[src/rtl/food_spawn_ctrl_pkg.sv]
// Shared grid geometry, controller state encoding and cell helpers for food placement.
package food_spawn_ctrl_pkg;

    localparam int unsigned GRID_W    = 32;
    localparam int unsigned GRID_H    = 24;
    localparam int unsigned COL_BITS  = 5;
    localparam int unsigned ROW_BITS  = 5;
    localparam int unsigned NUM_CELLS = GRID_W * GRID_H;
    localparam int unsigned CNT_BITS  = $clog2(NUM_CELLS) + 1;

    typedef enum logic [3:0] {
        StIdle,
        StDrawX,
        StDrawY,
        StCheck,
        StWait,
        StReject,
        StScanRd,
        StScanWt,
        StDone,
        StFail
    } state_e;

    typedef struct packed {
        logic [COL_BITS-1:0] x;
        logic [ROW_BITS-1:0] y;
    } cell_t;

    // Row-major successor of a cell, wrapping from the last cell back to (0,0).
    function automatic cell_t next_cell(input cell_t c);
        cell_t n;
        if (32'(c.x) == GRID_W - 1) begin
            n.x = '0;
            n.y = (32'(c.y) == GRID_H - 1) ? '0 : c.y + 1'b1;
        end else begin
            n.x = c.x + 1'b1;
            n.y = c.y;
        end
        return n;
    endfunction

endpackage

[src/rtl/food_spawn_ctrl_grid_scan_ctr.sv]
// Loadable row-major wrapping (x,y) counter used by the fallback scan, plus the count of
// cells read so far so the controller can tell when the whole board has been visited.
module food_spawn_ctrl_grid_scan_ctr
    import food_spawn_ctrl_pkg::*;
(
    input  logic  clk,
    input  logic  rst,
    input  logic  i_load,     // start scan at the cell after i_from
    input  cell_t i_from,
    input  logic  i_adv,      // step to the next cell
    input  logic  i_count,    // one occupancy read issued at o_pos
    output cell_t o_pos,
    output cell_t o_pos_next,
    output logic  o_all_scanned
);

    cell_t               r_pos;
    logic [CNT_BITS-1:0] r_scanned;

    // Scan position and read count; load restarts the count from zero.
    always_ff @(posedge clk or posedge rst) begin
        if (rst) begin
            r_pos     <= '0;
            r_scanned <= '0;
        end else begin
            if (i_load) begin
                r_pos     <= next_cell(i_from);
                r_scanned <= '0;
            end else begin
                if (i_adv) begin
                    r_pos <= next_cell(r_pos);
                end
                if (i_count) begin
                    r_scanned <= r_scanned + 1'b1;
                end
            end
        end
    end

    assign o_pos         = r_pos;
    assign o_pos_next    = next_cell(r_pos);
    assign o_all_scanned = (r_scanned == CNT_BITS'(NUM_CELLS));

endmodule

[src/rtl/food_spawn_ctrl.sv]
// Food placement controller: random candidate draws from the LFSR, occupancy checks, and a
// deterministic row-major scan once the random attempts are exhausted.
module food_spawn_ctrl
    import food_spawn_ctrl_pkg::*;
#(
    parameter int unsigned MAX_TRIES = 16
) (
    input  logic                clk,
    input  logic                rst,
    input  logic                i_spawn_req,
    input  logic [7:0]          i_rnd_in,
    output logic                o_rnd_step,
    output logic                o_occ_rd,
    output logic [COL_BITS-1:0] o_occ_x,
    output logic [ROW_BITS-1:0] o_occ_y,
    input  logic                i_occ_hit,
    output logic [COL_BITS-1:0] o_food_x,
    output logic [ROW_BITS-1:0] o_food_y,
    output logic                o_busy,
    output logic                o_spawn_done,
    output logic                o_spawn_fail
);

    localparam int unsigned TRY_BITS = (MAX_TRIES > 1) ? $clog2(MAX_TRIES) : 1;

    state_e              r_state;
    state_e              w_state_d;
    logic [TRY_BITS-1:0] r_tries;
    cell_t               r_cand;
    cell_t               r_occ;
    cell_t               r_food;

    logic [COL_BITS-1:0] w_rnd_x;
    logic [ROW_BITS-1:0] w_rnd_y;
    logic                w_x_ok;
    logic                w_y_ok;
    logic                w_last_try;
    logic                w_scan_load;
    logic                w_scan_adv;
    logic                w_scan_all;
    cell_t               w_scan_pos;
    cell_t               w_scan_next;

    assign w_rnd_x    = i_rnd_in[COL_BITS-1:0];
    assign w_rnd_y    = i_rnd_in[7 -: ROW_BITS];
    assign w_x_ok     = (32'(w_rnd_x) < GRID_W);
    assign w_y_ok     = (32'(w_rnd_y) < GRID_H);
    assign w_last_try = (32'(r_tries) == MAX_TRIES - 1);

    assign w_scan_load = (r_state == StReject) && w_last_try;
    assign w_scan_adv  = (r_state == StScanWt) && i_occ_hit && !w_scan_all;

    food_spawn_ctrl_grid_scan_ctr u_scan (
        .clk           (clk),
        .rst           (rst),
        .i_load        (w_scan_load),
        .i_from        (r_cand),
        .i_adv         (w_scan_adv),
        .i_count       (r_state == StScanRd),
        .o_pos         (w_scan_pos),
        .o_pos_next    (w_scan_next),
        .o_all_scanned (w_scan_all)
    );

    // State register.
    always_ff @(posedge clk or posedge rst) begin
        if (rst) begin
            r_state <= StIdle;
        end else begin
            r_state <= w_state_d;
        end
    end

    // Next-state decode.
    always_comb begin
        w_state_d = r_state;
        unique case (r_state)
            StIdle:   if (i_spawn_req) w_state_d = StDrawX;
            StDrawX:  w_state_d = w_x_ok ? StDrawY : StReject;
            StDrawY:  w_state_d = w_y_ok ? StCheck : StReject;
            StCheck:  w_state_d = StWait;
            StWait:   w_state_d = i_occ_hit ? StReject : StDone;
            StReject: w_state_d = w_last_try ? StScanRd : StDrawX;
            StScanRd: w_state_d = StScanWt;
            StScanWt: begin
                if (!i_occ_hit)     w_state_d = StDone;
                else if (w_scan_all) w_state_d = StFail;
                else                 w_state_d = StScanRd;
            end
            StDone:   w_state_d = StIdle;
            StFail:   w_state_d = StIdle;
            default:  w_state_d = StIdle;
        endcase
    end

    // Datapath: try count, candidate, query address (loaded on entry to a read state), food.
    always_ff @(posedge clk or posedge rst) begin
        if (rst) begin
            r_tries <= '0;
            r_cand  <= '0;
            r_occ   <= '0;
            r_food  <= '0;
        end else begin
            if (r_state == StIdle && i_spawn_req) begin
                r_tries <= '0;
            end
            if (r_state == StReject && !w_last_try) begin
                r_tries <= r_tries + 1'b1;
            end
            if (r_state == StDrawX && w_x_ok) begin
                r_cand.x <= w_rnd_x;
            end
            if (r_state == StDrawY && w_y_ok) begin
                r_cand.y <= w_rnd_y;
                r_occ    <= '{x: r_cand.x, y: w_rnd_y};
            end
            if (w_scan_load) begin
                r_occ <= next_cell(r_cand);
            end
            if (w_scan_adv) begin
                r_occ <= w_scan_next;
            end
            // Food is written on entry to DONE so it is already valid during the done pulse.
            if (r_state == StWait && !i_occ_hit) begin
                r_food <= r_cand;
            end
            if (r_state == StScanWt && !i_occ_hit) begin
                r_cand <= w_scan_pos;
                r_food <= w_scan_pos;
            end
        end
    end

    assign o_rnd_step   = (r_state == StDrawX) || (r_state == StDrawY);
    assign o_occ_rd     = (r_state == StCheck) || (r_state == StScanRd);
    assign o_occ_x      = r_occ.x;
    assign o_occ_y      = r_occ.y;
    assign o_food_x     = r_food.x;
    assign o_food_y     = r_food.y;
    assign o_busy       = (r_state != StIdle);
    assign o_spawn_done = (r_state == StDone);
    assign o_spawn_fail = (r_state == StFail);

endmodule

[config.mk]
export PLATFORM = sky130hd
export DESIGN_NAME = food_spawn_ctrl
export DESIGN_NICKNAME = d
export VERILOG_FILES = /design/src/rtl/food_spawn_ctrl_pkg.sv /design/src/rtl/food_spawn_ctrl_grid_scan_ctr.sv /design/src/rtl/food_spawn_ctrl.sv
export SDC_FILE = /design/constraint.sdc
export NUM_CORES = 1
export LEC_CHECK = 0
export ABC_AREA = 1
export CORE_MARGIN = 2
export CORE_UTILIZATION = 55
export DETAILED_ROUTE_END_ITERATION = 16
export MAX_ROUTING_LAYER = met4
export PLACE_DENSITY = 0.89
export SYNTH_ARGS = -nofsm -noshare
export SYNTH_HDL_FRONTEND = slang
export SYNTH_SLANG_ARGS = --single-unit
[constraint.sdc]
create_clock -name clk -period 4.17 [get_ports clk]
set_input_delay 0.417 -clock clk [delete_from_list [all_inputs] [get_ports clk]]
set_output_delay 0.417 -clock clk [all_outputs]
set_load 0.02 [all_outputs]
-- Word level (Yosys, flattened, before mapping)
Cells that the tools add are included.
- output and inout port bits: 25
- register bits after elaboration: 59
- word-level logic and storage cells: 81
- muxes and demuxes: 25
- reductions and logical operators: 22
- $add $sub $neg: 6
- equal/unequal tests: 16
- order comparisons: 1
- operators with widths (operator ; number):
    $mux W10 ; 10
    $pmux W4 S8 ; 1
    $mux W4 ; 6
    $mux W11 ; 2
    $add A5 B1 Y5 const B ; 4
    $eq A5 B5 Y1 const B ; 4
    $mux W5 ; 4
    $eq A4 B3 Y1 const B ; 4
    $eq A4 B4 Y1 const B ; 3
    $reduce_bool A2 Y1 ; 6
    $add A11 B1 Y11 const B ; 1
    $eq A11 B10 Y1 const B ; 1
    $eq A4 B2 Y1 const B ; 2
    $logic_and A1 B1 Y1 ; 8
    $mux W3 ; 2
    $lt A5 B5 Y1 const B ; 1
    $add A4 B1 Y4 const B ; 1
    $eq A4 B1 Y1 const B ; 1
    $logic_not A4 Y1 ; 1
    $reduce_bool A4 Y1 ; 1
    $logic_not A1 Y1 ; 3
    $reduce_bool A3 Y1 ; 1
    $logic_or A1 B1 Y1 ; 2
    $ne A2 B2 Y1 const B ; 1

-- Longest topological paths before layout
- word-level depth: 5
- gate-level depth with buffers: 14

-- Cells and area by module
From an unflattened synthesis, not the netlist that was laid out.
- cells, all modules: 534
- area total of the unflattened synthesis: 3742.3 um2
- by module, submodules not included (module ; instances ; cells an instance ; area an instance (um2)):
    food_spawn_ctrl ; 1 ; 320 ; 2257.2
    food_spawn_ctrl_grid_scan_ctr ; 1 ; 214 ; 1485.2

-- Worst setup path after synthesis
No wires, ideal clock.
- kind: flip-flop to flip-flop
- start: reg r_cand[5] in the netlist's numbering
- end: reg r_occ (netlist bit o_occ_y[3])
- buffers on the path: 1
- cell stages (with the launch flop): 15
- data required time: 4.054 ns
- data arrival time: 1.614 ns
- path slack: 2.439 ns
- period minus slack after synthesis: 1.731 ns
- cell sequence: dfrtp_1 ha_1 and3_1 ha_1 clkbuf_1 nand2_1 nor2_1 nor2_1 nor2_1 nand2_1 nand2_1 nand2_1 nand2_1 nand2_1 nand2_1
- longest elaborated chain between the ends: 4
- RTL lines (item ; RTL line ; source):
    from (decl) ; food_spawn_ctrl.sv:29 ; cell_t r_cand;
    from (signal assigned) ; food_spawn_ctrl.sv:128 ; r_cand <= w_scan_pos;
    $eq A5 B5 Y1 ; food_spawn_ctrl_pkg.sv:32 ; if (32'(c.x) == GRID_W - 1) begin
    $mux W10 ; food_spawn_ctrl_pkg.sv:32 ;
    $mux W10 ; food_spawn_ctrl.sv:117 ; if (w_scan_load) begin
    $mux W10 ; food_spawn_ctrl.sv:120 ; if (w_scan_adv) begin
    to (signal assigned) ; food_spawn_ctrl.sv:115 ; r_occ <= '{x: r_cand.x, y: w_rnd_y};
    to (signal assigned) ; food_spawn_ctrl.sv:118 ; r_occ <= next_cell(r_cand);
    to (signal assigned) ; food_spawn_ctrl.sv:121 ; r_occ <= w_scan_next;
    to (decl) ; food_spawn_ctrl.sv:30 ; cell_t r_occ;
No other way between the ends.
A chain may end at the register's enable or synchronous reset.

-- Worst setup path after layout
- start: reg r_state[2]
- end: out o_occ_rd
- longest elaborated chain between the ends: 2
- RTL lines (item ; RTL line ; source):
    from (decl) ; food_spawn_ctrl.sv:26 ; state_e r_state;
    from (signal assigned) ; food_spawn_ctrl.sv:68 ; r_state <= StIdle;
    from (signal assigned) ; food_spawn_ctrl.sv:70 ; r_state <= w_state_d;
    $eq A4 B2 Y1 / $eq A4 B3 Y1 (equally long branches) ; food_spawn_ctrl.sv:135 ; assign o_occ_rd = (r_state == StCheck) || (r_state == StScanRd);
    $logic_or A1 B1 Y1 (*) ; food_spawn_ctrl.sv:135 ;
    to (decl) ; food_spawn_ctrl.sv:13 ; output logic o_occ_rd,
Mark *: on every way between the ends. The rest lies on a longest branch, timed or not.

==> flow_summary.ini <==
[power]
seq_power_share = 0.364
powerDensity_mw_per_mm2 = 687
p_leak_uw = 0.00199
p_int_uw = 1630
comb_power_share = 0.420
power.total_uw = 2760
power.switching_uw = 1130
power.share.clock = 0.217
p_sw_frac = 0.410
ir_worst_vdd_mv = 0.383

[grt]
grt.total_usage = 0.276
grt_pass1_wl_um = 13600
grt_max_degree = 32
antenna_found_initial = 0
grt_pass1_vias = 2967
grt-ovfl-total = 0

[setup_path]
cp.required_ps = 3750
crit_fanout = 9
start_kind = flip-flop
arrival_ps = 2070
reg2regPathDepth = 10
crit_end = o_occ_rd
r2r-start = u_scan.r_scanned[0]
rr_endpoint = o_occ_y[2]
crit_start = r_state[2]
end_kind = output port
r2r_setup_slack_ps = 2090
crit_type = reg2out

[synthesis]
yosys_warnings = 0
synth_top_cell_area_share = 0.437
netlist_instances = 443
ys_types = 30
synth_area_mm2 = 0.00338
post_synth.cell_area_avg_um2 = 7.63
ys_ff_latch = 59
synth.largest_area_cell = dfrtp_1
synth.area.top_cells = dfrtp_1 44%, nand2_1 17%, nand3_1 5.6%
syn_nets = 464
ys_seq_area_frac = 0.437

[place]
post-place-ws_ps = 2050
place_congestion = 0.902
hpwl_um = 6110
io_buffers = 36

[min_path]
hold_path.class = in2async

[final_layout]
layout-drive-gt1-share = 0.0900
final_common_cell = nand2_1
ff_latch_area_mm2 = 0.00148
area_growth_pct = 19.0
multiInputGateArea_mm2 = 0.00167
final_nets = 505
antennaDiodeCount = 0
nFillCells = 471
layout_common_cells = 150 x nand2_1, 59 x dfrtp_1, 40 x inv_1, 40 x nor2_1, 38 x nand3_1

[detailed_routing]
drc = 0
ant_nets = 0
firstDrtPassIters = 6
wl_per_cell_um = 14.9
drt_wl_total_um = 8380
drtIter0Drc = 262
num_vias = 3193
vias_per_cell = 5.66

[clock_network]
hold_buffers = 0
cts_tree = yes
postCtsResizedCells = 0
htreeDepth = 3
cts_sinks = 59
cts_setup_buffers = 0
clk_latency_ps = 340
clockBufferDepth = 2
cts_made_buffers = 9
root_buffer = clkbuf_8
clk_pin_slew_ps = 70

[sta]
rsz0062_at_grt = no
fin_crit_sh = 0.597
hold_viol = 0
min_period_ps = 2490
report.final.slew_viol_count = 0
slew_headroom = 0.571
setup_viol = 0
finClkSkew_ps = 8.81
tightest_slew_ps = 643
whs_ps = 485
maxClockFrequency_mhz = 402
final.setup.worst_slack_ps = 1680
fin_setup_tns_ps = 0

[floorplanning]
die_y_um = 82.4
rows = 28
coreArea_mm2 = 0.00592
die_w_um = 82.4
die_area_mm2 = 0.00678
ios = 37
initial_core_util = 0.571

[run_status]
outcome = complete, no violations

[flow_run]
max-cap-violations = 0
## power by group through the flow
stage / clock network, µW / logic [µW] / registers, µW
detailed placement: 0 / 1140 / 1000
global placement: 0 / 1100 / 995
floorplan: 0 / 673 / 1060
finish: 598 / 1160 / 1000
global route: 622 / 1300 / 1030
CTS: 599 / 1160 / 999
## worst min-delay path by stage
stage          slack (ps)             endpoint  cells past startpoint
6_report              480      u_scan.o_pos[2]                      2
5_1_grt               510           o_occ_y[2]                      2
4_1_cts               490           o_occ_y[4]                      2
3_5_place_dp          470           o_occ_x[1]                      2
3_3_place_gp          470           o_occ_y[0]                      2
2_1_floorplan         480  u_scan.r_scanned[6]                      1
## cell families (layout without fill, tap and decap cells)
logic type | count (synthesis) | count (layout) | share of synthesized area
AOI/OAI and AO/OA | 52 | 52 | 0.0959
xor gates and xnor gates | 5 | 5 | 0.0130
adders and majority gates | 9 | 9 | 0.0333
buffers and inverters | 56 | 102 | 0.0685
DFF | 59 | 59 | 0.437
and+or+nand+nor | 262 | 262 | 0.352
## layer usage
layer  vias up  track usage  part of all wire  routed length (µm)
met3        24       0.0576             0.062                 518
li1       1528            -                 -                   -
met1      1506        0.353              0.44                3650
met5         -            -                 0                   0
met2       135        0.421              0.47                3970
met4         0        0.127             0.029                 239
## worst max-delay path, cell delays in order (launching register included)
cell and delay, ps:
dfrtp_1 460, inv_2 100, nor2_8 190, nand3_4 150, inv_2 120, a21oi_1 60, inv_1 60, clkdlybuf4s50_1 590
## cells in the mapped netlist (all sizes together)
cell      n
nand2   155
dfrtp    59
inv      49
nor2     49
nand3    41
o211ai   21
o21ai    18
a21oi    11
nand4    10
ha        9
buf       5
xor2      5
nor3      4
clkbuf    2
nor4      2
a32o      1
and3      1
o31ai     1
## state kept, by name, indices dropped and copies added, names as in the netlist
| signal | count |
|---|---|
| u_scan.r_scanned | 11 |
| r_cand | 10 |
| u_scan.o_pos | 10 |
| o_food_x | 5 |
| o_food_y | 5 |
| o_occ_x | 5 |
| o_occ_y | 5 |
| r_state | 4 |
| r_tries | 4 |
## stage by stage
stage / instance area (µm²) / std cells / utilization
after floorplan: 3380 / 443 / -
after global placement: 3790 / 548 / 0.641
after detailed placement: 3790 / 548 / 0.641
after CTS: 4020 / 564 / 0.679
after global routing: 4020 / 564 / 0.679
final: 4020 / 564 / 0.679
## cell type report
class | count | area share
Multi-Input combinational cell | 328 | 0.416
Sequential cell | 59 | 0.367
Timing Repair Buffer | 37 | 0.0915
Inverter | 49 | 0.0458
Clock buffer | 11 | 0.0377
Tap cell | 75 | 0.0233
Clock inverter | 5 | 0.0187
Note: power is estimated with default switching activity, not from simulation.
==> RTL change 1: new RTL, config.mk and constraints unchanged <==
The 10 states of `state_e` get a one-hot encoding in 10 bits.
--- a/src/rtl/food_spawn_ctrl_pkg.sv
+++ b/src/rtl/food_spawn_ctrl_pkg.sv
@@ -10,13 +10,13 @@
 
-    typedef enum logic [3:0] {
-        StIdle,
-        StDrawX,
-        StDrawY,
-        StCheck,
-        StWait,
-        StReject,
-        StScanRd,
-        StScanWt,
-        StDone,
-        StFail
+    typedef enum logic [9:0] {
+        StIdle   = 10'b0000000001,
+        StDrawX  = 10'b0000000010,
+        StDrawY  = 10'b0000000100,
+        StCheck  = 10'b0000001000,
+        StWait   = 10'b0000010000,
+        StReject = 10'b0000100000,
+        StScanRd = 10'b0001000000,
+        StScanWt = 10'b0010000000,
+        StDone   = 10'b0100000000,
+        StFail   = 10'b1000000000
     } state_e;
Function: same outputs for any inputs over 10 cycles, from zero or initial values and one cycle with rst high; not proved beyond that.
==> RTL change 1 against the original RTL <==
Power is 21% lower. Critical path type unchanged. Design area grew 16%. Clock skew increased by 0.0037 ns. Critical path depth fell by 1. Die area increased by 19%. Setup slack worse by 0.34 ns. Highest routed layer unchanged. Via count up 25%. Non-clock buffer count did not move. Synthesized cell count is 26% higher. Sequential cell count up 6. First-iteration DRC count fell by 5.7%. Largest cell class unchanged. Synthesized area increased by 20%. Fmax shrank 12%. Routed wire length up 28%.
==> RTL change 1: results <==
export IMPL_grt_use_total_pct=28.1
export IMPL_wl_met3_um=779
export IMPL_groute_layer_met2_usage_pct=43.8
export IMPL_numCtsBuffers=9
export IMPL_yosysSeqAreaShare_pct=40.1
export IMPL_syn_num_nets=577
export IMPL_synth_fa_ha_area_share_pct=2.77
export IMPL_hold_class="flip-flop to flip-flop"
export IMPL_cp_max_fo=15
export IMPL_tightestPinTransition_ns=0.882
export IMPL_met2WireLength_um=5070
export IMPL_grt_util_met3_pct=5.11
export IMPL_crit_path_start="r_state[8]"
export IMPL_drt_wirelength_per_cell_um=15.4
export IMPL_drive_gt1_share_pct=7.71
export IMPL_wirelength_um=10800
export IMPL_gr_usage_met1_pct=36.4
export IMPL_synthTopCellsByArea="dfrtp_1, nand2_1, nand3_1"
export IMPL_largest_register="u_scan.r_scanned"
export IMPL_grt_pass1_vias=3760
export IMPL_fin_skew_ns=0.0125
export IMPL_rrSetupSlack_ns=1.79
export IMPL_antenna_left=0
export IMPL_p_leak_nw=2.25
export IMPL_dp_hpwl_um=8340
export IMPL_vdd_ir_drop_max_mv=0.266
export IMPL_synth_compound_area_share_pct=9.91
export IMPL_crit_arrival_ns=2.41
export IMPL_hold_slack_ns=0.490
export IMPL_final_nets=613
export IMPL_synthCells=556
export IMPL_fin_crit_sh_pct=67.7
export IMPL_dp_cells=680
export IMPL_ys_types=39
export IMPL_synth_common_cells="nand2_1, dfrtp_1, inv_1"
export IMPL_dr_pass1_iters=5
export IMPL_synth_area_mux_share_pct=0.246
export IMPL_grt_pass1_wl_um=17700
export IMPL_grt_max_degree=43
export IMPL_status="completed"
export IMPL_r2r_start="r_tries[0]"
export IMPL_wl_met1_um=4550
export IMPL_fillCellCount=653
export IMPL_critPathCapture="o_rnd_step"
export IMPL_critPathMaxStageDelay_ns=0.62
export IMPL_ys_warn_count=0
export IMPL_via_per_inst=5.75
export IMPL_r2r_end="u_scan.r_scanned[7]"
export IMPL_pre_cts_ws_ns=1.74
export IMPL_dpl_cell_area_um2=4470
export IMPL_synth_xor_area_share_pct=1.51
export IMPL_gp_congestion=0.984
export IMPL_multi_input_area_um2=2100
export IMPL_coreArea_um2=7210
export IMPL_drt_iter0_markers=247
export IMPL_r2r_cells=8
-- RTL change 1: changes by cell type after synthesis, sizes merged, moves of 6 or more --
cell	delta
inv	+18
o21ai	+15
nor3	+14
nand4	+13
nor2	+13
nand3	+12
o211ai	-8
a21oi	+6
-- RTL change 1: final cells by class --
type                            instances  area share, %
Clock buffer                           13           3.42
Clock inverter                          3          0.323
Inverter                               68           5.50
Multi-Input combinational cell        411           45.1
Sequential cell                        65           35.0
Tap cell                               99           2.67
Timing Repair Buffer                   37           7.92
-- RTL change 1: cells by family after synthesis --
group	Yosys count
simple gates	324
buf+inv	80
compound gates	70
flops	65
fa+ha+maj	9
xor+xnor	7
mux	1
-- RTL change 1: report_power, final --
| group | internal (mW) | switching [mW] |
|---|---|---|
| registers | 0.767 | 0.114 |
| logic | 0.336 | 0.473 |
| clock network | 0.246 | 0.241 |
-- RTL change 1: worst max-delay path: cells and delay by family (launching register included) --
kind                   cells  cell delay, ns
and+or+nand+nor            4            0.84
DFF                        1            0.42
buffers and inverters      2            0.80
==> RTL change 2: new RTL, same flow settings <==
Made on the original files. Change the package constant `GRID_H` from 24 to 12.
--- a/src/rtl/food_spawn_ctrl_pkg.sv
+++ b/src/rtl/food_spawn_ctrl_pkg.sv
@@ -4,3 +4,3 @@
     localparam int unsigned GRID_W    = 32;
-    localparam int unsigned GRID_H    = 24;
+    localparam int unsigned GRID_H    = 12;
     localparam int unsigned COL_BITS  = 5;
Formal check against the unedited RTL: not equivalent (a bounded check fails within 4 cycles, from zero or initial values and one cycle with rst high).
==> RTL change 2 against the original RTL <==
Register-to-register slack got worse by 0.14 ns. Synthesized area decreased by 2.4%. Routed wire length decreased by 0.14%. Combinational power decreased by 4%. Worst hold slack got worse by 0.0089 ns. Setup slack got worse by 0.14 ns. Power decreased by 5.2%. Critical path type unchanged. Sequential cell count decreased by 1. Largest power group unchanged. Design area decreased by 3.5%. Non-clock buffer count unchanged.
==> RTL change 2: results <==
export IMPL_status="completed"
export IMPL_hold_class="flip-flop to flip-flop"
export IMPL_critical_path_slowest_cell="clkdlybuf4s50_1"
export IMPL_vdd_ir_drop_max_mv=0.370
export IMPL_grt_use_total_pct=28.7
export IMPL_r2r_end="o_occ_y[0]"
export IMPL_fin_crit_sh_pct=63.1
export IMPL_syn_avg_cell_area_um2=7.58
export IMPL_p_leak_nw=1.92
export IMPL_numCtsBuffers=9
export IMPL_pre_cts_ws_ns=1.95
export IMPL_synth_compound_area_share_pct=8.88
export IMPL_grt_max_degree=35
export IMPL_wirelength_um=8360
export IMPL_grt_pass1_wl_um=13900
export IMPL_cp_max_fo=7
export IMPL_synth_area_mux_share_pct=0.304
export IMPL_syn_num_nets=456
export IMPL_dpl_cell_area_um2=3690
export IMPL_synth_xor_area_share_pct=2.13
export IMPL_dp_hpwl_um=6040
export IMPL_vias=3202
export IMPL_r2r_start="r_state[1]"
export IMPL_final_nets=495
export IMPL_slew_headroom_pct=38.7
export IMPL_drive_gt1_share_pct=9.81
export IMPL_fin_skew_ns=0.0104
export IMPL_crit_arrival_ns=2.21
export IMPL_yosysSeqAreaShare_pct=44.0
export IMPL_critPathCapture="o_rnd_step"
export IMPL_grt_pass1_vias=3052
export IMPL_fin_cells=554
export IMPL_synth_fa_ha_area_share_pct=3.42
export IMPL_synth_common_cells="nand2_1, dfrtp_1, nand3_1"
export IMPL_worst_skew_pair_late_latency_ns=0.35
export IMPL_critPathMaxStageDelay_ns=0.61
export IMPL_dr_pass1_iters=5
export IMPL_drt_iter0_markers=370
export IMPL_synthTopCellsByArea="dfrtp_1, nand2_1, nand3_1"
export IMPL_r2r_cells=11
export IMPL_intPower_mw=1.51
export IMPL_gp_congestion=0.893
-- RTL change 2: cell count changes after synthesis, sizes merged, moves of 2 or more --
cell	before	now
a21oi	11	13
o22ai	0	2
nor2	49	35
o211ai	21	14
nand2	155	170
buf	5	7
nand4	10	6
inv	49	44
xor2	5	7
-- RTL change 2: worst min path at each step --
stage | endpoint | depth (start not counted) | from
4_1_cts | o_occ_x[4] | 2 | o_occ_x[4]
3_5_place_dp | o_occ_x[4] | 2 | o_occ_x[4]
5_1_grt | o_occ_y[2] | 2 | o_occ_y[2]
6_report | o_occ_x[4] | 2 | o_occ_x[4]
2_1_floorplan | u_scan.o_pos[8] | 2 | u_scan.o_pos[8]
3_3_place_gp | o_occ_x[4] | 2 | o_occ_x[4]
-- RTL change 2: final cells by class --
class	instances	area, um^2
clock inverter	2	10.0
fill	480	1970
tap	75	93.8
clock buffer	14	173
multi-input combinational	324	1620
timing repair buffer	37	368
sequential	58	1450
inverter	44	165
-- RTL change 2: metrics by stage --
stage,power (mW),hold WS [ns],util [%]
floorplan,1.69,0.474,-
global placement,2.06,0.464,63.2
detailed placement,2.11,0.466,63.2
CTS,2.61,0.480,66.3
global route,2.79,0.503,66.3
finish,2.62,0.476,66.3
-- RTL change 2: layer usage --
metal  GRT usage (%)  part of all wire, %
met1            36.3                   42
met5               -                    0
met2            43.5                   47
met3            6.26                  7.3
met4            14.9                  3.5
-- RTL change 2: kinds of logic after synthesis --
logic type | Yosys count
buf+inv | 53
compound gates | 49
simple gates | 257
fa+ha+maj | 9
flops | 58
xor+xnor | 8
mux | 1
-- RTL change 2: worst max-delay path: cells and delay by family, from the launching register on --
kind / cells / cell delay (ns)
flops: 1 / 0.44
simple gates: 3 / 0.81
buf+inv: 1 / 0.61
-- RTL change 2: power groups by stage --
| stage | Clock (mW) | Sequential [mW] | Combinational (mW) |
|---|---|---|---|
| 2_1_floorplan | 0 | 1.06 | 0.634 |
| 3_3_place_gp | 0 | 1.00 | 1.06 |
| 3_5_place_dp | 0 | 1.01 | 1.10 |
| 4_1_cts | 0.494 | 1.00 | 1.11 |
| 5_1_grt | 0.523 | 1.04 | 1.23 |
| 6_report | 0.493 | 1.01 | 1.11 |
